File: config.mk
export PLATFORM = sky130hd
export DESIGN_NAME = ncl_mult3_sync_bridge
export DESIGN_NICKNAME = d
export VERILOG_FILES = /design/src/rtl/ncl_mult3_sync_bridge.sv
export SDC_FILE = /design/constraint.sdc
export NUM_CORES = 1
export LEC_CHECK = 0
export CORE_MARGIN = 4
export CORE_UTILIZATION = 66
export DETAILED_ROUTE_END_ITERATION = 10
export DONT_BUFFER_PORTS = 1
export PLACE_DENSITY_LB_ADDON = 0.05
export SYNTH_ARGS = -nofsm -noshare
export SYNTH_HDL_FRONTEND = slang
export SYNTH_SLANG_ARGS = --single-unit
File: constraint.sdc
create_clock -name clk -period 6.17 [get_ports clk]
set_input_delay 1.234 -clock clk [delete_from_list [all_inputs] [get_ports clk]]
set_output_delay 1.234 -clock clk [all_outputs]
set_load 0.02 [all_outputs]
File: src/rtl/ncl_mult3_sync_bridge.sv
// Synchronous bridge between a valid/ready binary interface and a 3x3 dual-rail NCL
// multiplier: it encodes operands to rails, runs the DATA/NULL handshake and buffers one product.
`timescale 1ns/1ps
module ncl_mult3_sync_bridge #(
    parameter int TIMEOUT     = 64,
    parameter int SYNC_STAGES = 2
) (
    input  logic       clk,
    input  logic       rst,
    input  logic       in_valid,
    input  logic [2:0] in_a,
    input  logic [2:0] in_b,
    output logic       in_ready,
    output logic [2:0] a_rail1,
    output logic [2:0] a_rail0,
    output logic [2:0] b_rail1,
    output logic [2:0] b_rail0,
    output logic       ki_o,
    input  logic       ko_i,
    input  logic [5:0] p_rail1,
    input  logic [5:0] p_rail0,
    output logic       out_valid,
    output logic [5:0] out_p,
    input  logic       out_ready,
    output logic       err,
    output logic [1:0] err_code
);

    localparam int SYNC_N = (SYNC_STAGES < 2) ? 2 : SYNC_STAGES;
    localparam int CNT_W  = $clog2(TIMEOUT + 1);

    localparam logic [1:0] ERR_NONE    = 2'd0;
    localparam logic [1:0] ERR_TIMEOUT = 2'd1;
    localparam logic [1:0] ERR_RAIL    = 2'd2;

    typedef enum logic [1:0] {
        IDLE  = 2'd0,
        DATA  = 2'd1,
        NULLW = 2'd2,
        ERR   = 2'd3
    } state_t;

    state_t             state;
    state_t             state_nxt;
    logic [SYNC_N-1:0]  ko_sync;
    logic               ko_s;
    logic [CNT_W-1:0]   cnt;
    logic               cnt_hit;
    logic               cnt_inc;
    logic               capture;
    logic               buf_free;
    logic               drain;
    logic               rail_bad;
    logic               set_err;
    logic [1:0]         err_code_nxt;

    // The completion signal from the multiplier is asynchronous; only ko_s is used below.
    always_ff @(posedge clk) begin
        if (rst) begin
            ko_sync <= '0;
        end else begin
            ko_sync <= {ko_sync[SYNC_N-2:0], ko_i};
        end
    end

    assign ko_s     = ko_sync[SYNC_N-1];
    assign drain    = out_valid & out_ready;
    assign buf_free = ~out_valid | out_ready;
    assign rail_bad = |(~(p_rail1 ^ p_rail0));
    assign cnt_hit  = (cnt == CNT_W'(TIMEOUT - 1));

    // NOTE: every signal written here gets a default first, so no path can infer a latch.
    always_comb begin
        state_nxt    = state;
        in_ready     = 1'b0;
        capture      = 1'b0;
        cnt_inc      = 1'b0;
        set_err      = 1'b0;
        err_code_nxt = ERR_NONE;
        unique case (state)
            IDLE: begin
                in_ready = ko_s;
                if (in_valid && ko_s) begin
                    state_nxt = DATA;
                end
            end
            DATA: begin
                if (!ko_s) begin
                    // Product complete; a full, undrained buffer stalls with the counter frozen.
                    if (buf_free) begin
                        capture = 1'b1;
                        if (rail_bad) begin
                            state_nxt    = ERR;
                            set_err      = 1'b1;
                            err_code_nxt = ERR_RAIL;
                        end else begin
                            state_nxt = NULLW;
                        end
                    end
                end else if (cnt_hit) begin
                    state_nxt    = ERR;
                    set_err      = 1'b1;
                    err_code_nxt = ERR_TIMEOUT;
                end else begin
                    cnt_inc = 1'b1;
                end
            end
            NULLW: begin
                if (ko_s) begin
                    state_nxt = IDLE;
                end else if (cnt_hit) begin
                    state_nxt    = ERR;
                    set_err      = 1'b1;
                    err_code_nxt = ERR_TIMEOUT;
                end else begin
                    cnt_inc = 1'b1;
                end
            end
            ERR: begin
                state_nxt = ERR;
            end
            default: begin
                state_nxt = IDLE;
            end
        endcase
    end

    // NOTE: state flops use non-blocking assignments; reset is synchronous, so rst is a data input.
    always_ff @(posedge clk) begin
        if (rst) begin
            state    <= IDLE;
            cnt      <= '0;
            ki_o     <= 1'b1;
            a_rail1  <= '0;
            a_rail0  <= '0;
            b_rail1  <= '0;
            b_rail0  <= '0;
            err      <= 1'b0;
            err_code <= ERR_NONE;
        end else begin
            state <= state_nxt;

            if (state_nxt != state) begin
                cnt <= '0;
            end else if (cnt_inc) begin
                cnt <= cnt + CNT_W'(1);
            end

            if (set_err && !err) begin
                err      <= 1'b1;
                err_code <= err_code_nxt;
            end

            // Rails carry the operands only while in DATA; they double as the operand register.
            if (state_nxt == DATA) begin
                if (state == IDLE) begin
                    a_rail1 <= in_a;
                    a_rail0 <= ~in_a;
                    b_rail1 <= in_b;
                    b_rail0 <= ~in_b;
                end
            end else begin
                a_rail1 <= '0;
                a_rail0 <= '0;
                b_rail1 <= '0;
                b_rail0 <= '0;
            end

            ki_o <= (state_nxt == IDLE) || (state_nxt == DATA);
        end
    end

    // One-entry output buffer; a capture on the draining edge replaces the held product.
    always_ff @(posedge clk) begin
        if (rst) begin
            out_valid <= 1'b0;
            out_p     <= '0;
        end else if (capture) begin
            out_valid <= 1'b1;
            out_p     <= p_rail1;
        end else if (drain) begin
            out_valid <= 1'b0;
        end
    end

endmodule

======== Yosys cells after proc, flatten, opt, wreduce, memory -nomap -nowiden ========
Index checks and enable logic that the tools add are counted.
word-level totals
  register bits ........................... 34
  latch bits .............................. 0
  bits in writable memories ............... 0
  bits in read-only memories .............. 0
  bits of input ports ..................... 23
  output and inout port bits .............. 24
  word-level logic and storage cells ...... 66
  memories ................................ 0
cells by class
  add/sub/neg operators ................... 1
  multipliers ............................. 0
  divide/modulo/power cells ............... 0
  order comparisons ....................... 0
  equality and inequality tests ........... 6
  shifts and indexed selects .............. 0
  multiplexer cells ....................... 29
  bitwise logic cells ..................... 8
  reductions and logical operators ........ 10
operator list
  cell                                                                   number
  1-bit 2-to-1 mux                                                       17
  2-bit 2-to-1 mux                                                       8
  2-bit one-hot mux with 4 select lines                                  1
  7-bit by 1-bit adder with 7-bit output, second input constant          1
  7-bit by 6-bit equality test with 1-bit output, second input constant  1
  3-bit inverter                                                         2
  6-bit inverter                                                         1
  6-bit OR reduction                                                     1
  6-bit bitwise XOR                                                      1
  2-bit by 1-bit equality test with 1-bit output, second input constant  2
  2-bit equality test, second input constant                             2
  2-bit logical NOT                                                      2
  1-bit one-hot mux with 2 select lines                                  2
  2-bit one-hot mux with 2 select lines                                  1
  2-bit OR reduction                                                     2
  1-bit logical AND                                                      2
  2-bit != test                                                          1
  1-bit inverter                                                         2
  2-bit nonzero test                                                     1
  1-bit AND                                                              1
  1-bit logical NOT                                                      1
  1-bit logical OR                                                       1
  1-bit OR                                                               1

======== Depth between registers and ports, before layout ========
  depth in word-level cells ............... 10
  depth in mapped cells ................... 9
  mapped depth without buffers ............ 7

======== Least setup slack after synthesis ========
No wires, ideal clock.
  path kind ............................... register to output
  start point ............................. register state[0]
  end point ............................... output in_ready
  arrival time ............................ 1744 ps
  required time ........................... 4936 ps
  path slack .............................. 3192 ps
  stages on the path, launching flop included .. 6
  path through ............................ dfxtp_1 -> inv_1 -> ha_1 -> clkbuf_1 -> buf_1 -> and2_1
on the way
  cells in the longest elaborated chain, start to end .. 2
RTL lines
  item                    line  source
  from (decl)             43    state_t state;
  from (signal assigned)  141   state <= state_nxt;
  2-bit logical NOT       80    unique case (state)
  1-bit 2-to-1 mux        80
  to (decl)               13    output logic in_ready,
No other way between the ends.

======== Worst setup path after layout ========
  start point ............................. register state[1]
  end point ............................... output in_ready
The elaborated chain is that of the path after synthesis.

==> impl_metrics.tcl <==
set metrics [dict create \
    p_int_uw 399 \
    crit_path_max_fanout 19 \
    synth_seq_area_share 0.415 \
    fillers 188 \
    die-width_um 57.9 \
    holdPathStages 2 \
    viasPerCell 6.46 \
    antenna_found_initial 0 \
    yosysUniqueCellTypes 42 \
    clkSinkCount 34 \
    yosysTopAreaCellShare 0.415 \
    timing.rr.start "state[0]" \
    core_um2 2300 \
    synth_top_cells_by_count "dfxtp_1, nor2_1, mux2i_1" \
    gp_congestion 0.823 \
    synth_top_area_cell "dfxtp_1" \
    cts_buffers 5 \
    start_util 0.714 \
    synth_ff_type "dfxtp_1" \
    multi_input_area_um2 898 \
    final.min_clock_period_ps 3270 \
    worstHoldEndpoint "cnt[6]" \
    synth-edff-count 0 \
    synthesis.instances 167 \
    total_power_uw 673 \
    cts_max_level 2 \
    ys_warn_count 0 \
    timing.reg2reg.worst_path_depth 7 \
    finalCritPeriodShare 0.530 \
    drtIter0Drc 55 \
    synth-async-reset-ratio 0 \
    ant_nets 0 \
    cts_root_buf "clkbuf_4" \
    final_nets 197 \
    grt_pass1_vias 1201 \
    p_sw_frac 0.407 \
    ys_ff_latch 34 \
    drive_above_1_share 0.0947 \
    syn_nets 196 \
    rrSetupSlack_ps 3510 \
    drt_wl_total_um 3230 \
    crit_path_end_kind "primary output" \
    rsz0062_at_grt "false" \
    finalHoldViolCount 0 \
    n_antenna_cell 0 \
    status "complete, no violations" \
    die_h_um 57.9 \
    cts_setup_buffers 0 \
    powerDensity_nw_per_um2 395 \
    portBuffers 0 \
    pwr-share-clk 0.186 \
    clkTransAtPathRegs_ps 100 \
    min_from "cnt[6]" \
    grt_max_degree 20 \
    power_frac_comb 0.336 \
    synthToLayoutAreaGrowth_pct 3.89 \
    switchingPower_uw 274 \
    setup_violations 0 \
    crit_start "state[1]" \
    tightest_slew_ps 921 \
    drv_cap 0 \
    avgSynthCellArea_um2 9.82 \
    worst_setup_path_start_kind "register" \
    wl_met2_um 1630 \
    worstSetupPathType "reg -> out" \
    dr.max_layer_used "met4" \
    fin_skew_ps 7.44 \
    leakage_uw 0.000647 \
    slew_headroom 0.386 \
    dp_cells 189 \
    rows 17 \
    synth_area_leaders "dfxtp_1, mux2i_1, a2111oi_4" \
    place_worst_setup_slack_ps 3240 \
    wl_met3_um 250 \
    wl_met1_um 1300 \
    max_freq_mhz 306 \
    finalNonFillerCells 197 \
    cts_hold_buf 0 \
    report.final.slew_viol_count 0 \
    regArea_um2 681 \
    vias 1273 \
    pwr-share-seq 0.478 \
    tns_ps 0 \
    wire_per_inst_um 16.4 \
    die_area_um2 3350 \
    place_hpwl_um 2410 \
    pin_count 47 \
    setup_ws_ps 2900 \
    grt_pass1_wl_um 5240 \
    cts_tree "built" \
    cts.path.max_buffers 2 \
    first_pass_iters 4 \
    hp-class "reg -> reg" \
    r2r_end "b_rail0[2]" \
    netlist_area_um2 1640 \
    clock_latency_ps 330 \
    vdd_drop_max_mv 0.258 \
    drc 0 \
    required_ps 4940 \
    grt_remaining_overflow 0 \
    grt_usage 0.203 \
    hold_slack_ps 458 \
    cts_resized 0 \
    yosys.cell_count.top_type "dfxtp_1" \
    arrival_ps 2030 \
]
[kinds of logic (layout without fill, tap and decap cells)]
kind of cell,after synthesis,after routing,share of synthesized area
xor+xnor,11,11,0.0587
mux,14,14,0.0885
compound gates,28,28,0.164
flops,34,34,0.415
simple gates,60,60,0.191
buf+inv,14,16,0.0374
fa+ha+maj,6,6,0.0458
[flip-flops by register name (all words and copies together) (netlist names), 3 cells and up]
register	cells
a_rail1	3
b_rail1	3
cnt	7
a_rail0	3
b_rail0	3
out_p	6
[worst max-delay path, stage by stage, from the launching register on]
cell and delay [ps]:
dfxtp_1 360, inv_1 180, ha_1 800, and2_1 360
[cell usage in the layout (no fill, tap or decap), drive strengths merged, types with 4 or more instances in the layout]
cell type and count:
a2111oi 6, a21oi 5, clkbuf 7, dfxtp 34
ha 6, inv 8, mux2i 13, nand2 7
nand3 5, nor2 19, nor3 9, nor4 7
o21ai 4, xnor2 4, xor2 7
[through the flow]
| step | cell area (um^2) | utilization |
|---|---|---|
| after floorplan | 1640 | - |
| after global placement | 1640 | 0.716 |
| after detailed placement | 1640 | 0.716 |
| after CTS | 1700 | 0.742 |
| after global routing | 1700 | 0.742 |
| final | 1700 | 0.742 |
[layer usage]
layer | up-vias | GRT usage
met4 | 0 | 0.0662
li1 | 601 | -
met3 | 8 | 0.0935
met2 | 43 | 0.353
met1 | 621 | 0.216
met5 | - | 0
[power by group through the flow]
stage,Combinational (uW),Sequential [uW],Clock [uW]
floorplan,199,320,0
global placement,214,327,0
detailed placement,224,328,0
CTS,227,323,128
global route,247,328,139
finish,227,322,125
[worst max-delay path by stage]
stage	end	slack, ps	cells after the start
after detailed placement	in_ready	3240	3
after global placement	b_rail0[2]	3330	5
after global routing	in_ready	2760	3
after CTS	in_ready	2870	3
after floorplan	in_ready	3190	5
final	in_ready	2900	3
[layout make-up]
cell class | instances | area share
Multi-Input combinational cell | 119 | 0.527
Sequential cell | 34 | 0.399
Clock buffer | 7 | 0.0323
Tap cell | 28 | 0.0206
Inverter | 8 | 0.0176
Clock inverter | 1 | 0.00294
Power figures use the tool's default switching activity.
